File: src/rtl/ysyx_23060184_mem_stage.sv
// MEM stage: one load/store per instruction on a req/gnt/rvalid bus; YSYX_23060184_MISALIGN_TRAP_EN traps misaligned H/W.
// Latency 1 cycle (no memory op) or 3+ cycles (memory op); Mready low while busy, result held until Wready.
module ysyx_23060184_mem_stage #(
    parameter int DATA_WIDTH = 32
) (
    input  logic                  clk,
    input  logic                  rst,
    input  logic                  Evalid,
    output logic                  Mready,
    input  logic [DATA_WIDTH-1:0] ALUResult,
    input  logic [DATA_WIDTH-1:0] WriteData,
    input  logic                  MemRead,
    input  logic                  MemWrite,
    input  logic [2:0]            Funct3,
    output logic                  mem_req,
    output logic                  mem_we,
    output logic [DATA_WIDTH-1:0] mem_addr,
    output logic [DATA_WIDTH-1:0] mem_wdata,
    output logic [3:0]            mem_wstrb,
    input  logic                  mem_gnt,
    input  logic                  mem_rvalid,
    input  logic [DATA_WIDTH-1:0] mem_rdata,
    output logic                  Mvalid,
    input  logic                  Wready,
    output logic [DATA_WIDTH-1:0] ALUResultM,
    output logic [DATA_WIDTH-1:0] ReadDataM,
    output logic                  MisalignM
);

    typedef enum logic [1:0] {S_IDLE, S_REQ, S_WAIT, S_HOLD} state_t;

    state_t                r_state;
    state_t                w_state_nxt;
    logic [DATA_WIDTH-1:0] r_alu_result;
    logic [DATA_WIDTH-1:0] r_read_data;
    logic [DATA_WIDTH-1:0] r_mem_addr;
    logic [DATA_WIDTH-1:0] r_mem_wdata;
    logic [3:0]            r_mem_wstrb;
    logic                  r_mem_we;
    logic [2:0]            r_funct3;
    logic                  r_misalign;

    logic                  w_accept;
    logic                  w_is_mem;
    logic                  w_is_byte;
    logic                  w_is_half;
    logic                  w_is_word;
    logic                  w_misalign;
    logic                  w_go_bus;
    logic [1:0]            w_off;
    logic [3:0]            w_wstrb;
    logic [DATA_WIDTH-1:0] w_wdata;
    logic [DATA_WIDTH-1:0] w_shifted;
    logic [DATA_WIDTH-1:0] w_load;

    assign Mready   = (r_state == S_IDLE) | ((r_state == S_HOLD) & Wready);
    assign w_accept = Evalid & Mready;

    assign w_off     = ALUResult[1:0];
    assign w_is_mem  = MemRead | MemWrite;
    assign w_is_byte = (Funct3[1:0] == 2'b00);
    assign w_is_half = (Funct3[1:0] == 2'b01);
    assign w_is_word = Funct3[1];

`ifdef YSYX_23060184_MISALIGN_TRAP_EN
    assign w_misalign = w_is_mem & ((w_is_half & ALUResult[0]) | (w_is_word & (|ALUResult[1:0])));
`else
    assign w_misalign = 1'b0;
`endif

    assign w_go_bus = w_is_mem & ~w_misalign;

    // Strobe shifts deliberately truncate to 4 lanes for misaligned halves.
    always_comb begin
        w_wstrb = 4'b1111;
        if (w_is_byte) begin
            w_wstrb = 4'b0001 << w_off;
        end else if (w_is_half) begin
            w_wstrb = 4'b0011 << w_off;
        end
    end

    assign w_wdata   = WriteData << {w_off, 3'b000};
    assign w_shifted = mem_rdata >> {ALUResultM[1:0], 3'b000};

    always_comb begin
        w_load = w_shifted;
        case (r_funct3)
            3'b000:  w_load = {{(DATA_WIDTH-8){w_shifted[7]}}, w_shifted[7:0]};
            3'b100:  w_load = {{(DATA_WIDTH-8){1'b0}}, w_shifted[7:0]};
            3'b001:  w_load = {{(DATA_WIDTH-16){w_shifted[15]}}, w_shifted[15:0]};
            3'b101:  w_load = {{(DATA_WIDTH-16){1'b0}}, w_shifted[15:0]};
            default: w_load = w_shifted;
        endcase
    end

    always_comb begin
        w_state_nxt = r_state;
        case (r_state)
            S_IDLE: if (w_accept) w_state_nxt = w_go_bus ? S_REQ : S_HOLD;
            S_REQ:  if (mem_gnt) w_state_nxt = S_WAIT;
            S_WAIT: if (mem_rvalid) w_state_nxt = S_HOLD;
            S_HOLD: begin
                if (w_accept) begin
                    w_state_nxt = w_go_bus ? S_REQ : S_HOLD;
                end else if (Wready) begin
                    w_state_nxt = S_IDLE;
                end
            end
            default: w_state_nxt = S_IDLE;
        endcase
    end

    always_ff @(posedge clk) begin
        if (rst) begin
            r_state      <= S_IDLE;
            r_alu_result <= '0;
            r_read_data  <= '0;
            r_mem_addr   <= '0;
            r_mem_wdata  <= '0;
            r_mem_wstrb  <= 4'b0000;
            r_mem_we     <= 1'b0;
            r_funct3     <= 3'b000;
            r_misalign   <= 1'b0;
        end else begin
            r_state <= w_state_nxt;
            if (w_accept) begin
                r_alu_result <= ALUResult;
                r_read_data  <= '0;
                r_funct3     <= Funct3;
                r_misalign   <= w_misalign;
                // A set MemWrite wins over MemRead, so the pair behaves as a store.
                if (w_go_bus) begin
                    r_mem_addr  <= {ALUResult[DATA_WIDTH-1:2], 2'b00};
                    r_mem_we    <= MemWrite;
                    r_mem_wdata <= MemWrite ? w_wdata : '0;
                    r_mem_wstrb <= MemWrite ? w_wstrb : 4'b0000;
                end
            end
            if ((r_state == S_WAIT) && mem_rvalid && !r_mem_we) begin
                r_read_data <= w_load;
            end
        end
    end

    assign mem_req    = (r_state == S_REQ);
    assign mem_we     = r_mem_we;
    assign mem_addr   = r_mem_addr;
    assign mem_wdata  = r_mem_wdata;
    assign mem_wstrb  = r_mem_wstrb;
    assign Mvalid     = (r_state == S_HOLD);
    assign ALUResultM = r_alu_result;
    assign ReadDataM  = r_read_data;
    assign MisalignM  = r_misalign;

endmodule
File: config.mk
export PLATFORM = sky130hd
export DESIGN_NAME = ysyx_23060184_mem_stage
export DESIGN_NICKNAME = d
export VERILOG_FILES = /design/src/rtl/ysyx_23060184_mem_stage.sv
export SDC_FILE = /design/constraint.sdc
export NUM_CORES = 1
export LEC_CHECK = 0
export CAP_MARGIN = 20
export CORE_AREA = 4 4 110 138
export DETAILED_ROUTE_END_ITERATION = 16
export DIE_AREA = 0 0 114 142
export HOLD_SLACK_MARGIN = 0.02
export PLACE_DENSITY = 0.89
export SLEW_MARGIN = 40
export SYNTH_ARGS = -nofsm -noshare
export SYNTH_HDL_FRONTEND = slang
export SYNTH_SLANG_ARGS = --single-unit
File: constraint.sdc
create_clock -name clk -period 3.63 [get_ports clk]
set_clock_uncertainty 0.15 [all_clocks]
set_input_delay 0.5445 -clock clk [delete_from_list [all_inputs] [get_ports clk]]
set_output_delay 0.5445 -clock clk [all_outputs]
set_load 0.01 [all_outputs]
==> results of run 1 <==
[metal layers]
layer / up-vias / part of all wire / wire length, um / GRT usage
met5: - / 0 / 0 / 0
met4: 0 / 0.045 / 879 / 0.121
met3: 58 / 0.069 / 1360 / 0.0727
met2: 259 / 0.50 / 9770 / 0.396
met1: 2679 / 0.39 / 7620 / 0.274
li1: 2733 / - / - / -
[cells in the final DEF, fill, tap and decap left out, drive strengths merged, types with 2 or more instances in the layout]
cell type | Yosys | routed
a211o | 2 | 2
a211oi | 9 | 9
a21boi | 7 | 7
a21oi | 84 | 84
a221o | 16 | 16
a22o | 16 | 16
a22oi | 24 | 24
buf | 17 | 16
bufinv | 0 | 5
clkbuf | 40 | 25
clkdlybuf4s50 | 0 | 239
clkinv | 0 | 2
conb | 1 | 3
dfxtp | 136 | 136
ha | 4 | 4
inv | 5 | 5
mux2 | 18 | 18
mux2i | 17 | 17
mux4 | 9 | 9
nand2 | 145 | 145
nand3 | 10 | 10
nor2 | 32 | 32
nor2b | 11 | 11
nor3 | 2 | 2
o211ai | 7 | 7
o21ai | 5 | 5
o2bb2ai | 8 | 8
o31ai | 7 | 7
or3 | 2 | 2
[final timing paths]
check / to / from / depth (start not counted)
worst max register to register: mem_wdata[5] / r_state[0] / 5
worst min register to register: ALUResultM[7] / ALUResultM[7] / 2
worst min-delay path: ALUResultM[7] / ALUResultM[7] / 2
worst max-delay path: Mready / Wready / 4
[worst register-to-register path, delay by kind of cell (launching register included)]
| family | cells | cell delay [ns] |
|---|---|---|
| simple gates | 2 | 0.86 |
| compound gates | 2 | 0.65 |
| flops | 1 | 0.50 |
| buf+inv | 1 | 0.23 |
[cell usage after synthesis (2+ instances only)]
library cell	number
a211o_1	2
a211oi_1	9
a21boi_0	7
a21oi_1	83
a221o_1	16
a22o_1	16
a22oi_1	24
buf_1	4
buf_2	6
buf_4	5
buf_6	2
clkbuf_1	39
dfxtp_1	136
ha_1	4
inv_1	5
mux2_2	18
mux2i_1	17
mux4_2	9
nand2_1	145
nand3_1	10
nor2_1	32
nor2b_1	11
nor3_1	2
o211ai_1	7
o21ai_0	5
o2bb2ai_1	8
o31ai_1	7
or3_1	2
[cell families after synthesis]
family | after synthesis
AO/OA/AOI/OAI | 190
multiplexers | 44
XOR/XNOR | 1
flip-flops | 136
AND/OR/NAND/NOR | 209
adder cells (fa/ha/maj) | 4
other | 1
buffers and inverters | 62
[final cells by class]
cell class	instances	area, um^2	area share
Multi-Input combinational cell	451	2880	0.319
Clock buffer	25	485	0.0539
Timing Repair Buffer	255	2520	0.280
Clock inverter	7	164	0.0182
Sequential cell	136	2720	0.302
Tap cell	175	219	0.0243
Inverter	5	18.8	0.00208
[registers in the layout, summed over array words and instances, names as in the netlist]
register,cells
mem_addr,30
mem_wstrb,4
mem_wdata,32
mem_we,1
r_state,2
r_funct3,3
ReadDataM,32
ALUResultM,32
[where the power goes]
part           internal, mW  switching, mW  leakage (nW)
logic                 0.393          0.386          1.85
registers              1.58         0.0597          1.11
clock network          1.28          0.628         0.316
[through the flow]
step                setup slack [ns]  cells  area [um^2]  utilization  hold slack (ns)
global route                   0.580   1054         9010        0.653            0.322
floorplan                      0.814    649         5840            -            0.303
CTS                            0.707   1054         9010        0.652            0.304
detailed placement             0.719   1022         8360        0.605            0.295
global placement               0.722   1022         8360        0.605            0.290
finish                         0.734   1054         9010        0.653            0.301
==> flow_summary.ini, run 1 <==
[synth]
async_flop_share = 0
synth_seq_area_share = 0.467
synth_compound_area_frac = 0.225
synth_seq_cells = 136
synth.top_cell.area_share = 0.467
yosys.area.top_type = dfxtp_1
yosys.area_share.simple = 0.151
synth.area.mux_share = 0.0987
synth_cells = 647
synth_flop_cell = dfxtp_1
yosys_warnings = 0
syn_area_mm2 = 0.00583
synth_fa_ha_area_frac = 0.00859
synth.avg_cell_area_um2 = 9.01
yosys-top-cells-area = dfxtp_1 (47%), nand2_1 (9.3%), a21oi_1 (7.1%)
synth_top_family_by_area = compound AO/OA/AOI/OAI gates
synth_xor_xnor_area_share = 0.00150
synth_edf_count = 0
synth_cell_type_count = 44

[setup_path]
crit_required_ns = 2.94
path_cells = clkdlybuf4s50_1 > nand3_1 > nand2_1 > clkdlybuf4s50_1
critical-path-top-delay-family = buffers and inverters
crit_path_top_delay_cell = clkdlybuf4s50_1
crit_fanout = 8
critPathLaunchType = primary input
critPathBufInv = 2
max_stage_delay_ns = 0.59
ff2ff_setup_slack_ns = 1.18
arrival_ns = 2.20
crit_type = in2out
endpoint_kind = output port
path_common_cell = clkdlybuf4s50_1

[cts]
clkLatencyLatePin_ns = 0.41
clk_pin_slew_ns = 0.05
cts_hold_buf = 0
cts_resized = 0
cts.sinks = 136
root_buffer = clkbuf_16
cts_buffers = 17
post_cts_buffers = 0
clockBufferDepth = 2
cts_tree = yes
cts_htree_levels = 4

[detailed_routing]
wl_mm = 19.6
routedWlPerCell_um = 18.6
ant_nets = 0
first_pass_iters = 5
vias = 5729
drt_iter0_drc = 343
vias_per_cell = 5.44
drcViolationCount = 0

[power]
total_power_mw = 4.32
p_leak_nw = 3.28
ir_worst_vdd_mv = 0.326
pwr_density_cell_mw_per_mm2 = 479

[floorplanning]
start_util = 0.422
fp.coreArea_mm2 = 0.0138
placementRows = 48
ioPinCount = 244
die_x_um = 114
die_area_mm2 = 0.0162
fp.dieH_um = 142

[layout]
antenna_cells = 0
nets = 977
area_growth_syn_to_layout_pct = 54.6
drive_gt1_frac = 0.0910
fillers = 1081

[sta]
fmax_mhz = 345
rsz0062_at_grt = false
worst_pin_slew_ns = 0.692
relSlewSlack = 0.537
setup-violations-final = 0
min_period_ns = 2.90
hold_viol_final = 0
maxSlewViolCount = 0
fin_tns_setup_ns = 0
finalCritPeriodShare = 0.798

[min_path]
hold_path_class = reg2reg

[grt]
grt_max_degree = 60
grt.overflow.total = 0
grt_pass1_vias = 5617
track_usage = 0.237
grt_pass1_wl_mm = 30.3
antenna_found_initial = 0

[place]
dpl.hpwl_mm = 13.8
gp_congestion = 0.832
io_buffers = 240

[job]
max_cap_violations = 0

[run_status]
outcome = complete, no violations
Power figures use the tool's default switching activity.
==> run 2, diff against run 1 <==
--- a/config.mk
+++ b/config.mk
@@ -6,11 +6,11 @@
 export NUM_CORES = 1
 export LEC_CHECK = 0
 export CAP_MARGIN = 20
-export CORE_AREA = 4 4 110 138
+export CORE_AREA = 4 4 115 144
 export DETAILED_ROUTE_END_ITERATION = 16
-export DIE_AREA = 0 0 114 142
+export DIE_AREA = 0 0 119 148
 export HOLD_SLACK_MARGIN = 0.02
-export PLACE_DENSITY = 0.89
+export PLACE_DENSITY = 0.86
 export SLEW_MARGIN = 40
 export SYNTH_ARGS = -nofsm -noshare
 export SYNTH_HDL_FRONTEND = slang
==> constraint.sdc (replaced) <==
create_clock -name clk -period 2.4 [get_ports clk]
set_clock_uncertainty 0.15 [all_clocks]
set_input_delay 0.36 -clock clk [delete_from_list [all_inputs] [get_ports clk]]
set_output_delay 0.36 -clock clk [all_outputs]
set_load 0.01 [all_outputs]
==> flow_summary.ini, run 2 (same netlist as run 1, synthesis figures left out) <==
[run_status]
outcome = complete, no violations

[place]
io_buffers = 240
pre_cts_ws_ns = -0.0353
placed_cells = 1079
dpl.hpwl_mm = 14.2
placed_cell_area_mm2 = 0.00863
gp_congestion = 0.846

[layout]
nets = 1001
antenna_cells = 0
final_common_cell = clkdlybuf4s50_1
area_growth_syn_to_layout_pct = 58.5
fillers = 1224
final_area_mm2 = 0.00924
drive_gt1_frac = 0.121
final_util = 0.613
layout_common_cells = clkdlybuf4s50_1 (238), nand2_1 (145), dfxtp_1 (136), a21oi_1 (83), buf_4 (36)
finalNonFillerCells = 1111

[cts]
clkLatencyLatePin_ns = 0.41
post_cts_buffers = 0
cts.sinks = 136
cts_resized = 1
cts_buffers = 17
cts_hold_buf = 0
cts_tree = yes
root_buffer = clkbuf_16
clk_pin_slew_ns = 0.06
clockBufferDepth = 2
cts_htree_levels = 4

[setup_path]
critPathBufInv = 3
endpoint_kind = output port
critPathLaunchType = register
crit_type = reg2out
crit_required_ns = 1.89
max_stage_delay_ns = 0.55
crit_path_top_delay_cell = clkdlybuf4s50_1
path_common_cell = buf_4
crit_fanout = 7
critical-path-top-delay-family = buffers and inverters
arrival_ns = 1.75
path_cells = buf_4 > buf_4 > nor2b_1 > clkdlybuf4s50_1

[power]
ir_worst_vdd_mv = 0.413
p_leak_nw = 3.38
total_power_mw = 6.45
pwr_density_cell_mw_per_mm2 = 698

[detailed_routing]
wl_mm = 20.0
drt_iter0_drc = 372
vias = 5804
ant_nets = 0
drcViolationCount = 0
vias_per_cell = 5.22
first_pass_iters = 5
routedWlPerCell_um = 18.0

[grt]
grt.overflow.total = 0
grt_pass1_wl_mm = 31.5
grt_pass1_vias = 5773
track_usage = 0.224
antenna_found_initial = 0
grt_max_degree = 72

[sta]
fmax_mhz = 443
fin_tns_setup_ns = 0
worst_slack_ns = 0.142
relSlewSlack = 0.443
finalCritPeriodShare = 0.941
rsz0062_at_grt = false
setup-violations-final = 0
worst_pin_slew_ns = 0.832
fin_hold_ws_ns = 0.0427
hold_viol_final = 0
maxSlewViolCount = 0
min_period_ns = 2.26

[min_path]
hold_path_class = in2reg

[floorplanning]
start_util = 0.387
fp.dieH_um = 148
die_area_mm2 = 0.0176
die_x_um = 119
fp.coreArea_mm2 = 0.0151
ioPinCount = 244
placementRows = 50

[job]
max_cap_violations = 0
## run 2: cell count changes in the layout (fill, tap and decap cells not counted), moves of 2 or more
cell,change
buf_4,+21
clkbuf_1,-5
inv_6,+5
clkinvlp_4,+4
buf_12,+3
clkbuf_8,-3
bufinv_16,-2
## run 2: worst paths after layout
kind                                endpoint          from  cells after the start  slack [ns]
worst max register to register  mem_wdata[0]    r_state[0]                      6        0.33
worst min-delay path            ReadDataM[7]           rst                      2        0.04
worst max-delay path                 mem_req    r_state[0]                      4        0.14
worst min register to register  mem_addr[20]  mem_addr[20]                      2        0.30
## run 2: area by class of cell
class	count	area, um^2	area share
Sequential cell	136	2720	0.295
Clock buffer	17	425	0.0460
Tap cell	208	260	0.0282
Timing Repair Buffer	279	2740	0.297
Inverter	5	18.8	0.00203
Clock inverter	15	189	0.0204
Multi-Input combinational cell	451	2880	0.312
## run 2: power by group
group / switching, mW / internal (mW) / total [mW]
Sequential: 0.0721 / 2.39 / 2.46
Clock: 1.07 / 1.66 / 2.72
Combinational: 0.621 / 0.644 / 1.27
Total: 1.76 / 4.69 / 6.45
## run 2: routing by layer
metal  track usage  up-vias  share of wire
li1              -     2780              -
met1         0.257     2767           0.40
met2         0.389      217           0.51
met3        0.0612       40          0.054
met4        0.0951        0          0.034
met5             0        -              0
